### src/rtl/button_onepulse_if.sv
// button_onepulse_if
//   Groups the push-button signals of button_onepulse.
//   btn_in    : raw, asynchronous, possibly bouncing button level
//   t         : registered single-cycle pulse per debounced press
//   btn_level : registered debounced button level
//   master : the side that owns the button and consumes the pulse/level
//   slave  : the conditioning stage itself
interface button_onepulse_if;
    logic btn_in;
    logic t;
    logic btn_level;

    modport master (output btn_in, input t, input btn_level);
    modport slave  (input btn_in, output t, output btn_level);
endinterface

### src/rtl/button_onepulse.sv
// button_onepulse
//   Synchronizes a raw push-button, debounces it with a stable-sample counter
//   and emits a single-cycle t pulse per debounced press, meant to drive the
//   t input of a toggle flip-flop. A debounced level is provided for LEDs.
//
// Ports
//   clk        : single clock, rising edge
//   rst_n      : asynchronous active-low reset
//   bus.btn_in : raw button (asynchronous, bouncing)
//   bus.t      : registered one-cycle pulse
//   bus.btn_level : registered debounced level
//
// Optional feature (macro BUTTON_AUTO_REPEAT_EN)
//   When defined, holding the button emits extra t pulses REPEAT_DELAY cycles
//   after the initial pulse and then every REPEAT_PERIOD cycles. When not
//   defined, exactly one pulse is emitted per press and the repeat logic is
//   absent.
module button_onepulse #(
    parameter int DEBOUNCE_CYCLES = 4,
    parameter int CNT_W           = 16,
    parameter int REPEAT_DELAY    = 8,
    parameter int REPEAT_PERIOD   = 4
) (
    input  logic               clk,
    input  logic               rst_n,
    button_onepulse_if.slave   bus
);

    // Parameter legality is checked at elaboration time.
    if (DEBOUNCE_CYCLES < 2 || DEBOUNCE_CYCLES > (2 ** CNT_W) - 1) begin : g_bad_debounce
        $error("button_onepulse: DEBOUNCE_CYCLES out of range");
    end
    if (REPEAT_DELAY < 2 || REPEAT_PERIOD < 2) begin : g_bad_repeat
        $error("button_onepulse: REPEAT_DELAY and REPEAT_PERIOD must be >= 2");
    end

    typedef enum logic [1:0] {
        IDLE,
        PRESS_WAIT,
        PRESSED,
        RELEASE_WAIT
    } state_t;

    localparam logic [CNT_W-1:0] CNT_LAST = CNT_W'(DEBOUNCE_CYCLES - 1);

    logic             s1;
    logic             s;
    state_t           state;
    logic [CNT_W-1:0] cnt;
    logic             t_q;
    logic             level_q;

`ifdef BUTTON_AUTO_REPEAT_EN
    localparam logic [CNT_W-1:0] RPT_DELAY_LAST  = CNT_W'(REPEAT_DELAY - 1);
    localparam logic [CNT_W-1:0] RPT_PERIOD_LAST = CNT_W'(REPEAT_PERIOD - 1);

    logic [CNT_W-1:0] rpt_cnt;
    // Set once the first auto-repeat pulse has fired; selects which
    // interval (delay or period) the repeat counter is measuring.
    logic             rpt_armed;
`endif

    always_ff @(posedge clk or negedge rst_n) begin
        if (!rst_n) begin
            s1      <= 1'b0;
            s       <= 1'b0;
            state   <= IDLE;
            cnt     <= '0;
            t_q     <= 1'b0;
            level_q <= 1'b0;
`ifdef BUTTON_AUTO_REPEAT_EN
            rpt_cnt   <= '0;
            rpt_armed <= 1'b0;
`endif
        end else begin
            // Two-flop synchronizer; only s feeds the FSM.
            s1  <= bus.btn_in;
            s   <= s1;
            t_q <= 1'b0;

            case (state)
                IDLE: begin
                    if (s) begin
                        state <= PRESS_WAIT;
                        cnt   <= CNT_W'(1);
                    end
                end

                PRESS_WAIT: begin
                    if (!s) begin
                        state <= IDLE;
                        cnt   <= '0;
                    end else if (cnt == CNT_LAST) begin
                        state   <= PRESSED;
                        cnt     <= '0;
                        level_q <= 1'b1;
                        t_q     <= 1'b1;
                    end else begin
                        cnt <= cnt + CNT_W'(1);
                    end
                end

                PRESSED: begin
                    if (!s) begin
                        // Repeat counter is left untouched here: it freezes
                        // while the release is being debounced.
                        state <= RELEASE_WAIT;
                        cnt   <= CNT_W'(1);
                    end
`ifdef BUTTON_AUTO_REPEAT_EN
                    else if (!rpt_armed && rpt_cnt == RPT_DELAY_LAST) begin
                        t_q       <= 1'b1;
                        rpt_cnt   <= '0;
                        rpt_armed <= 1'b1;
                    end else if (rpt_armed && rpt_cnt == RPT_PERIOD_LAST) begin
                        t_q     <= 1'b1;
                        rpt_cnt <= '0;
                    end else begin
                        rpt_cnt <= rpt_cnt + CNT_W'(1);
                    end
`endif
                end

                RELEASE_WAIT: begin
                    if (s) begin
                        // Bounce during release: back to PRESSED, no pulse.
                        state <= PRESSED;
                        cnt   <= '0;
                    end else if (cnt == CNT_LAST) begin
                        state   <= IDLE;
                        cnt     <= '0;
                        level_q <= 1'b0;
`ifdef BUTTON_AUTO_REPEAT_EN
                        rpt_cnt   <= '0;
                        rpt_armed <= 1'b0;
`endif
                    end else begin
                        cnt <= cnt + CNT_W'(1);
                    end
                end

                default: begin
                    state <= IDLE;
                    cnt   <= '0;
                end
            endcase
        end
    end

    assign bus.t         = t_q;
    assign bus.btn_level = level_q;

endmodule

### src/flat_wrapper.sv
// flat-port wrapper written by rule: the top's interface ports become plain ports
module button_onepulse_flat 
#(
    parameter int DEBOUNCE_CYCLES = 4,
    parameter int CNT_W           = 16,
    parameter int REPEAT_DELAY    = 8,
    parameter int REPEAT_PERIOD   = 4
)
  (clk, rst_n, bus_btn_in, bus_t, bus_btn_level);
  button_onepulse_if bus_i ();
  input  logic clk;
  input  logic rst_n;
  input wire logic [$bits(bus_i.btn_in)-1:0] bus_btn_in;
  output wire logic [$bits(bus_i.t)-1:0] bus_t;
  output wire logic [$bits(bus_i.btn_level)-1:0] bus_btn_level;
  assign bus_i.btn_in = bus_btn_in;
  assign bus_t = bus_i.t;
  assign bus_btn_level = bus_i.btn_level;
  button_onepulse #(.DEBOUNCE_CYCLES(DEBOUNCE_CYCLES), .CNT_W(CNT_W), .REPEAT_DELAY(REPEAT_DELAY), .REPEAT_PERIOD(REPEAT_PERIOD)) u_core (.clk(clk), .rst_n(rst_n), .bus(bus_i));
endmodule
### config.mk
export PLATFORM = sky130hd
export DESIGN_NAME = button_onepulse_flat
export DESIGN_NICKNAME = d
export VERILOG_FILES = /design/src/rtl/button_onepulse_if.sv /design/src/rtl/button_onepulse.sv /design/src/flat_wrapper.sv
export SDC_FILE = /design/constraint.sdc
export NUM_CORES = 1
export LEC_CHECK = 0
export BUFFER_PORTS_ARGS = -buffer_cell sky130_fd_sc_hd__buf_4
export CORE_MARGIN = 2
export CORE_UTILIZATION = 35
export DETAILED_ROUTE_END_ITERATION = 12
export PLACE_DENSITY = 0.57
export SLEW_MARGIN = 20
export SYNTH_ARGS = -nofsm -noshare
export SYNTH_HDL_FRONTEND = slang
export SYNTH_SLANG_ARGS = --single-unit
### constraint.sdc
create_clock -name clk -period 3.5 [get_ports clk]
set_clock_uncertainty 0.05 [all_clocks]
set_input_delay 0.7 -clock clk [delete_from_list [all_inputs] [get_ports clk]]
set_output_delay 0.7 -clock clk [all_outputs]
set_load 0.05 [all_outputs]
# ---- Word-level counts from Yosys, hierarchy flattened
# Cells that the tools add are included.
dict set report word_totals {
  input_bits 3
  out_inout_bits 2
  elab_cells 45
  ff_bits 22
}
dict set report op_classes {
  reduce_logical 5
  muxes 21
  eq_ne 12
  n_addsub 1
}
# operator count
set ops {}
lappend ops {{2-to-1 mux 16 bit} 5}
lappend ops {{case mux 16 bit (4 select lines)} 1}
lappend ops {{adder 16 x 1 -> 16 bit, second input constant} 1}
lappend ops {{equality test 16 x 2 -> 1 bit, second input constant} 1}
lappend ops {{2-to-1 mux 2 bit} 6}
lappend ops {{inequality test 2 x 1 -> 1 bit, second input constant} 4}
lappend ops {{case mux 2 bit (4 select lines)} 1}
lappend ops {{2-to-1 mux 1 bit} 7}
lappend ops {{AND reduction 5 bit} 1}
lappend ops {{equality test 2 bit, second input constant} 2}
lappend ops {{inequality test 2 bit, second input constant} 2}
lappend ops {{AND reduction 4 bit} 1}
lappend ops {{inequality test 3 x 1 -> 1 bit, second input constant} 1}
lappend ops {{inequality test 3 bit, second input constant} 1}
lappend ops {{equality test 2 x 1 -> 1 bit, second input constant} 1}
lappend ops {{zero test 2 bit} 1}
lappend ops {{case mux 1 bit (2 select lines)} 1}
lappend ops {{AND reduction 2 bit} 1}
lappend ops {{nonzero test 2 bit} 1}

# ---- Longest topological paths before layout
# Gate-level depths: netlist (run 1).
dict set report logic_depth {
  word_depth 4
  depth_mapped 6
}

# ---- Worst setup path after synthesis (run 1)
# OpenSTA, ideal clock, no wires.
dict set report synth_path {
  path_kind {flip-flop to flip-flop}
  startpoint {reg u_core.cnt[3]}
  endpoint {reg u_core.cnt[9]}
  stages_incl_launch_ff 7
  required_ps 3324
  t_arrival_ps 1562
  setup_ps 126
  slack_ps 1762
  synth_period_minus_slack_ps 1738
  cell_sequence {dfrtp_1 buf_4 nor4_1 and4_1 buf_4 nor2_2 a221o_1}
}
dict set report synth_via {
  elab_chain_cells 4
  word_cells_on_any_way 6
  cone_classes {1 x add/sub; 1 x eq/ne; 4 x mux}
}
# item line
set synth_lines {}
lappend synth_lines {{start, declared} button_onepulse.sv:49} ;# logic [CNT_W-1:0] cnt;
lappend synth_lines {{start signal, assigned} button_onepulse.sv:99} ;# cnt <= cnt + CNT_W'(1);
lappend synth_lines {{start signal, assigned} button_onepulse.sv:138} ;# cnt <= cnt + CNT_W'(1);
lappend synth_lines {{adder 16 x 1 -> 16 bit / equality test 16 x 2 -> 1 bit (equally long branches)} n/a}
lappend synth_lines {{2-to-1 mux 16 bit *} {button_onepulse.sv:93, button_onepulse.sv:129}}
lappend synth_lines {{2-to-1 mux 16 bit (on tied branches)} {button_onepulse.sv:125, button_onepulse.sv:90}}
lappend synth_lines {{case mux 16 bit (4 select lines) *} button_onepulse.sv:81} ;# case (state)
# Mark *: on every way between the ends. The rest lies on a longest branch, timed or not.
# A chain may end at the register's enable or synchronous reset.

# ---- Worst setup path in the final report (run 1)
dict set report layout_path {
  startpoint {reg u_core.cnt[3]}
  endpoint {reg u_core.cnt[12]}
}
# The elaborated chain is that of the path after synthesis.

==> flow_summary.ini, run 1 <==
[grt]
grt_max_degree = 23
grt_pass1_vias = 971
grt_overflow = 0
grtUsageTotal_pct = 15.5
grt_pass1_wl_um = 4820
antenna_found_initial = 0

[route]
vias_per_cell = 5.90
drcViolationCount = 0
post_drt_wl_per_cell_um = 16.7
routed_wl_um = 2810
drtIter0Drc = 106
dr.pass1.iters = 4
via_count = 991
final_antenna_net_count = 0

[min_path]
hold_path_class = primary input to asynchronous set/reset pin

[die]
initial_core_util_pct = 36.6
core_um2 = 3340
row_count = 21
die_x_um = 63.1
dieArea_um2 = 3980
io_pins = 5
die_h_um = 63.1

[setup_path]
critPathLaunch = u_core.cnt[3]
rr_endpoint = u_core.cnt[12]
path_max_fanout = 13
critPathCaptureType = register
cp_data_arrival_time_ps = 2400
setup.worst_path.start_class = register
rrSetupSlack_ps = 1280
critPathKind = register to register
endpoint = u_core.cnt[12]
r2r-start = u_core.cnt[3]
ff2ff_path_depth = 4
cp.required_ps = 3670

[power]
power_density_nw_per_um2 = 572
total_power_w = 0.000734
p_leak_nw = 0.535
vdd_drop_max_v = 0.000323

[sta]
finalCriticalPeriod_ps = 2220
setup_ws_ps = 1280
fin_crit_sh_pct = 63.5
rsz0062_at_grt = false
maxSlewHeadroom_pct = 53.3
max_freq_mhz = 450
tns_ps = 0
finalHoldViolCount = 0
worstMarginPinSlew_ps = 698
finalSetupViolCount = 0
slew_violations = 0

[synth]
syn_inst = 122
syn_area_um2 = 1220
ys_seq_area_share_pct = 45.1
synth_seq_cells = 22
synth_cell_types = 38
ys_warn_count = 0
synth_nets = 126
syn_avg_cell_area_um2 = 10.0

[clock_tree]
cts_tree = yes
post_cts_resized = 0
path_clk_slew_ps = 130
cts.sinks = 22
cts_made_buffers = 3
htree_levels = 1
cts_setup_buffers = 0
clkLatencyLatePin_ps = 320
clk_path_buf_depth = 2
hold_buffers = 0
root_buffer = clkbuf_4

[placed_design]
post-dp-hpwl_um = 1830
portBuffers = 4
place_congestion = 0.846
post-place-ws_ps = 1340

[cells_and_area]
area_growth_pct = 5.12
layout_common_cells = 22 x dfrtp_1, 9 x nor4_1, 9 x a31oi_1, 7 x nor2_1
finish.utilization_pct = 38.5
drive_gt1_share_pct = 9.84
layout_commonest_cell = dfrtp_1
antenna_cells = 0
nets = 128

[run_status]
status = completed

[flow_run]
maxCapViolations = 0
==> routing by layer <==
layer / wire length, um / GRT usage [%] / part of all wire [%]
met5: 0 / 0 / 0
met3: 108 / 4.29 / 3.8
met4: 18 / 3.33 / 0.64
met2: 1330 / 23.0 / 47
met1: 1360 / 22.5 / 48
==> sequential cells by signal, indices dropped and copies added (netlist names), named ones only <==
| register | count |
|---|---|
| u_core.bus.btn_level | 1 |
| u_core.state | 1 |
| u_core.s1 | 1 |
| u_core.bus.t | 1 |
| u_core.cnt | 16 |
| u_core.s | 1 |
==> area by class of cell <==
| class | count | area, um2 |
|---|---|---|
| fillers | 353 | 2050 |
| multi-input cells | 89 | 608 |
| flip-flops and latches | 22 | 551 |
| well taps | 46 | 57.6 |
| repair buffers | 4 | 30.0 |
| clock buffers | 3 | 22.5 |
| inverters | 4 | 15.0 |
==> power breakdown <==
group / total (W) / switching [W] / leakage, nW / internal [W]
logic: 0.000298 / 0.000194 / 0.226 / 0.000104
clock network: 0.000119 / 0.0000785 / 0.0138 / 0.0000403
registers: 0.000317 / 0.0000350 / 0.296 / 0.000282
==> synth_stat cells, drive strengths merged <==
master / instances / share of area (%)
nor4: 9 / 4.6
xor2: 1 / 0.72
nor3: 4 / 1.6
a21oi: 1 / 0.41
nand2b: 1 / 0.51
and4: 2 / 1.4
a221o: 1 / 0.82
a31o: 5 / 3.6
buf: 6 / 3.6
xnor2: 1 / 0.72
o21ai: 3 / 1.2
and2: 2 / 1.0
nand4: 4 / 3.3
a21o: 3 / 1.8
or3: 5 / 2.6
a22o: 6 / 4.3
and2b: 1 / 0.61
o21a: 1 / 0.61
a31oi: 9 / 4.6
o311a: 1 / 0.82
o31ai: 4 / 2.5
nor4b: 1 / 1.2
nand3: 5 / 2.5
ha: 1 / 1.0
nand2: 6 / 1.8
nor2: 8 / 2.7
dfrtp: 22 / 45
or4: 3 / 2.2
o21bai: 1 / 0.61
clkbuf: 1 / 0.31
inv: 4 / 1.2
==> kinds of logic after synthesis <==
group                      count (synthesis)  synth area share [%]
AOI/OAI and AO/OA                         35                  21.3
xor gates and xnor gates                   2                  1.43
and+or+nand+nor                           51                  26.0
adders and majority gates                  1                  1.02
buffers and inverters                     11                  5.12
DFF                                       22                  45.1
==> through the flow <==
stage	instances	area (um2)	hold WS, ps
final	168	1280	195
after global routing	168	1280	206
after CTS	168	1280	203
after floorplan	122	1220	281
after global placement	165	1260	290
after detailed placement	165	1260	294
==> critical path: stages (launching register included) <==
cell and delay, ps:
dfrtp_1 500, nor4_1 440, nand4_1 550, a31o_1 370, a22o_1 220
==> worst min-delay path by stage <==
| stage | from | depth (start not counted) | to | slack [ps] |
|---|---|---|---|---|
| global placement | u_core.s1 | 0 | u_core.s | 290 |
| global route | rst_n | 1 | u_core.cnt[4] | 210 |
| detailed placement | u_core.s1 | 0 | u_core.s | 290 |
| floorplan | u_core.s1 | 0 | u_core.s | 280 |
| CTS | rst_n | 1 | u_core.cnt[7] | 200 |
| finish | rst_n | 1 | u_core.cnt[8] | 190 |
No activity file was read; power rests on OpenSTA's default activity.
==> inputs of run 2 (changes only) <==
clock period = 2.2 ns   (was 3.5 ns; I/O delays follow)
==> flow_summary.ini, run 2 (synthesized netlist as in run 1, its figures left out) <==
[setup_path]
critPathCaptureType = register
path_max_fanout = 11
cp.required_ps = 2360
setup.worst_path.start_class = register
rrSetupSlack_ps = 180
ff2ff_path_depth = 5
r2r-start = u_core.cnt[3]
slowest_delay_ps = 500
rr_endpoint = u_core.cnt[8]
critPathKind = register to register
cp_cell_sequence = nor4_1 -> nand4_1 -> buf_4 -> a31o_1 -> a22o_1
cp_data_arrival_time_ps = 2180
critPathSlowestCell = dfrtp_1

[cells_and_area]
largest-register = u_core.cnt
nets = 133
final_area_um2 = 1350
largest_register_ff_count = 16
area_growth_pct = 10.9
final_cells = 174
num-fill-cells = 326
antenna_cells = 0
layout_common_cells = 22 x dfrtp_1, 9 x nor4_1, 9 x a31oi_1, 8 x buf_4, 7 x nor2_1
drive_gt1_share_pct = 13.3
layout_commonest_cell = dfrtp_1

[sta]
whs_ps = 163
fin_crit_sh_pct = 92.0
tns_ps = 0
maxSlewHeadroom_pct = 50.2
max_freq_mhz = 494
finalSetupViolCount = 0
slew_violations = 0
finalHoldViolCount = 0
setup_ws_ps = 176
rsz0062_at_grt = false
worstMarginPinSlew_ps = 744
finalCriticalPeriod_ps = 2020

[clock_tree]
htree_levels = 1
cts.sinks = 22
root_buffer = clkbuf_4
post_cts_resized = 0
cts_tree = yes
clkLatencyLatePin_ps = 320
hold_buffers = 1
path_clk_slew_ps = 140
clk_path_buf_depth = 2
cts_setup_buffers = 0
cts_made_buffers = 3

[route]
post_drt_wl_per_cell_um = 16.0
routed_wl_um = 2790
vias_per_cell = 5.88
drcViolationCount = 0
via_count = 1023
drtIter0Drc = 50
final_antenna_net_count = 0
dr.pass1.iters = 4

[die]
core_um2 = 3340
io_pins = 5
die_h_um = 63.1
dieArea_um2 = 3980
initial_core_util_pct = 36.6
die_x_um = 63.1
row_count = 21

[power]
power_frac_comb_pct = 37.8
pwr-share-seq_pct = 38.2
p_sw_share_pct = 38.1
power.switching_w = 0.000506
p_clk_share_pct = 24.0
power_density_nw_per_um2 = 982
power.internal_w = 0.000823
p_leak_nw = 0.572
vdd_drop_max_v = 0.000543

[grt]
grt_overflow = 0
grtUsageTotal_pct = 15.1
grt_pass1_wl_um = 4730
antenna_found_initial = 0
grt_pass1_vias = 951
grt_max_degree = 23

[min_path]
holdPathStages = 1
hold_start = bus_btn_in
worstHoldEndpoint = u_core.s1
hold_path_class = primary input to register

[placed_design]
portBuffers = 4
post-place-ws_ps = 251
placed_cells = 169
post_dp_cell_area_um2 = 1290
post-dp-hpwl_um = 1870
place_congestion = 0.836

[flow_run]
maxCapViolations = 0

[run_status]
status = completed
run 2: worst max-delay path by stage:
stage / start / endpoint / slack, ps / cells past startpoint
final: u_core.cnt[3] / u_core.cnt[8] / 180 / 5
after CTS: u_core.cnt[0] / u_core.cnt[8] / 190 / 6
after global routing: u_core.cnt[3] / u_core.cnt[9] / 50 / 4
after global placement: u_core.cnt[0] / u_core.cnt[9] / 310 / 5
after floorplan: u_core.cnt[3] / u_core.cnt[9] / 460 / 6
after detailed placement: u_core.cnt[0] / u_core.cnt[9] / 250 / 5
run 2: metal layers:
layer / vias up / share of wire (%) / GRT usage (%)
li1: 489 / - / -
met1: 492 / 46 / 22.6
met2: 40 / 47 / 21.9
met3: 2 / 6.4 / 2.14
met4: 0 / 0.47 / 5.56
met5: - / 0 / 0
run 2: cell type report:
cell class	instances	area, um2	share of cell area, %
multi-input cells	89	608	44.9
flip-flops and latches	22	551	40.7
inverters	4	15.0	1.11
clock buffers	3	22.5	1.66
clock inverters	1	30.0	2.22
repair buffers	9	70.1	5.18
well taps	46	57.6	4.25
run 2: metrics by stage:
step | power, W | utilization, %
after floorplan | 0.000888 | -
after global placement | 0.000997 | 38.7
after detailed placement | 0.00100 | 38.7
after CTS | 0.00133 | 40.6
after global routing | 0.00141 | 40.6
final | 0.00133 | 40.6
run 2: power by group through the flow:
stage	logic, W	registers, W	clock network [W]
3_5_place_dp	0.000491	0.000513	0
3_3_place_gp	0.000488	0.000509	0
4_1_cts	0.000499	0.000506	0.000324
2_1_floorplan	0.000365	0.000523	0
6_report	0.000503	0.000507	0.000319
5_1_grt	0.000548	0.000514	0.000350
run 2: worst max-delay path: cells and delay by family (launching register included):
kind	cells	cell delay, ps
and+or+nand+nor	2	690
DFF	1	500
AOI/OAI and AO/OA	2	430
buffers and inverters	1	230
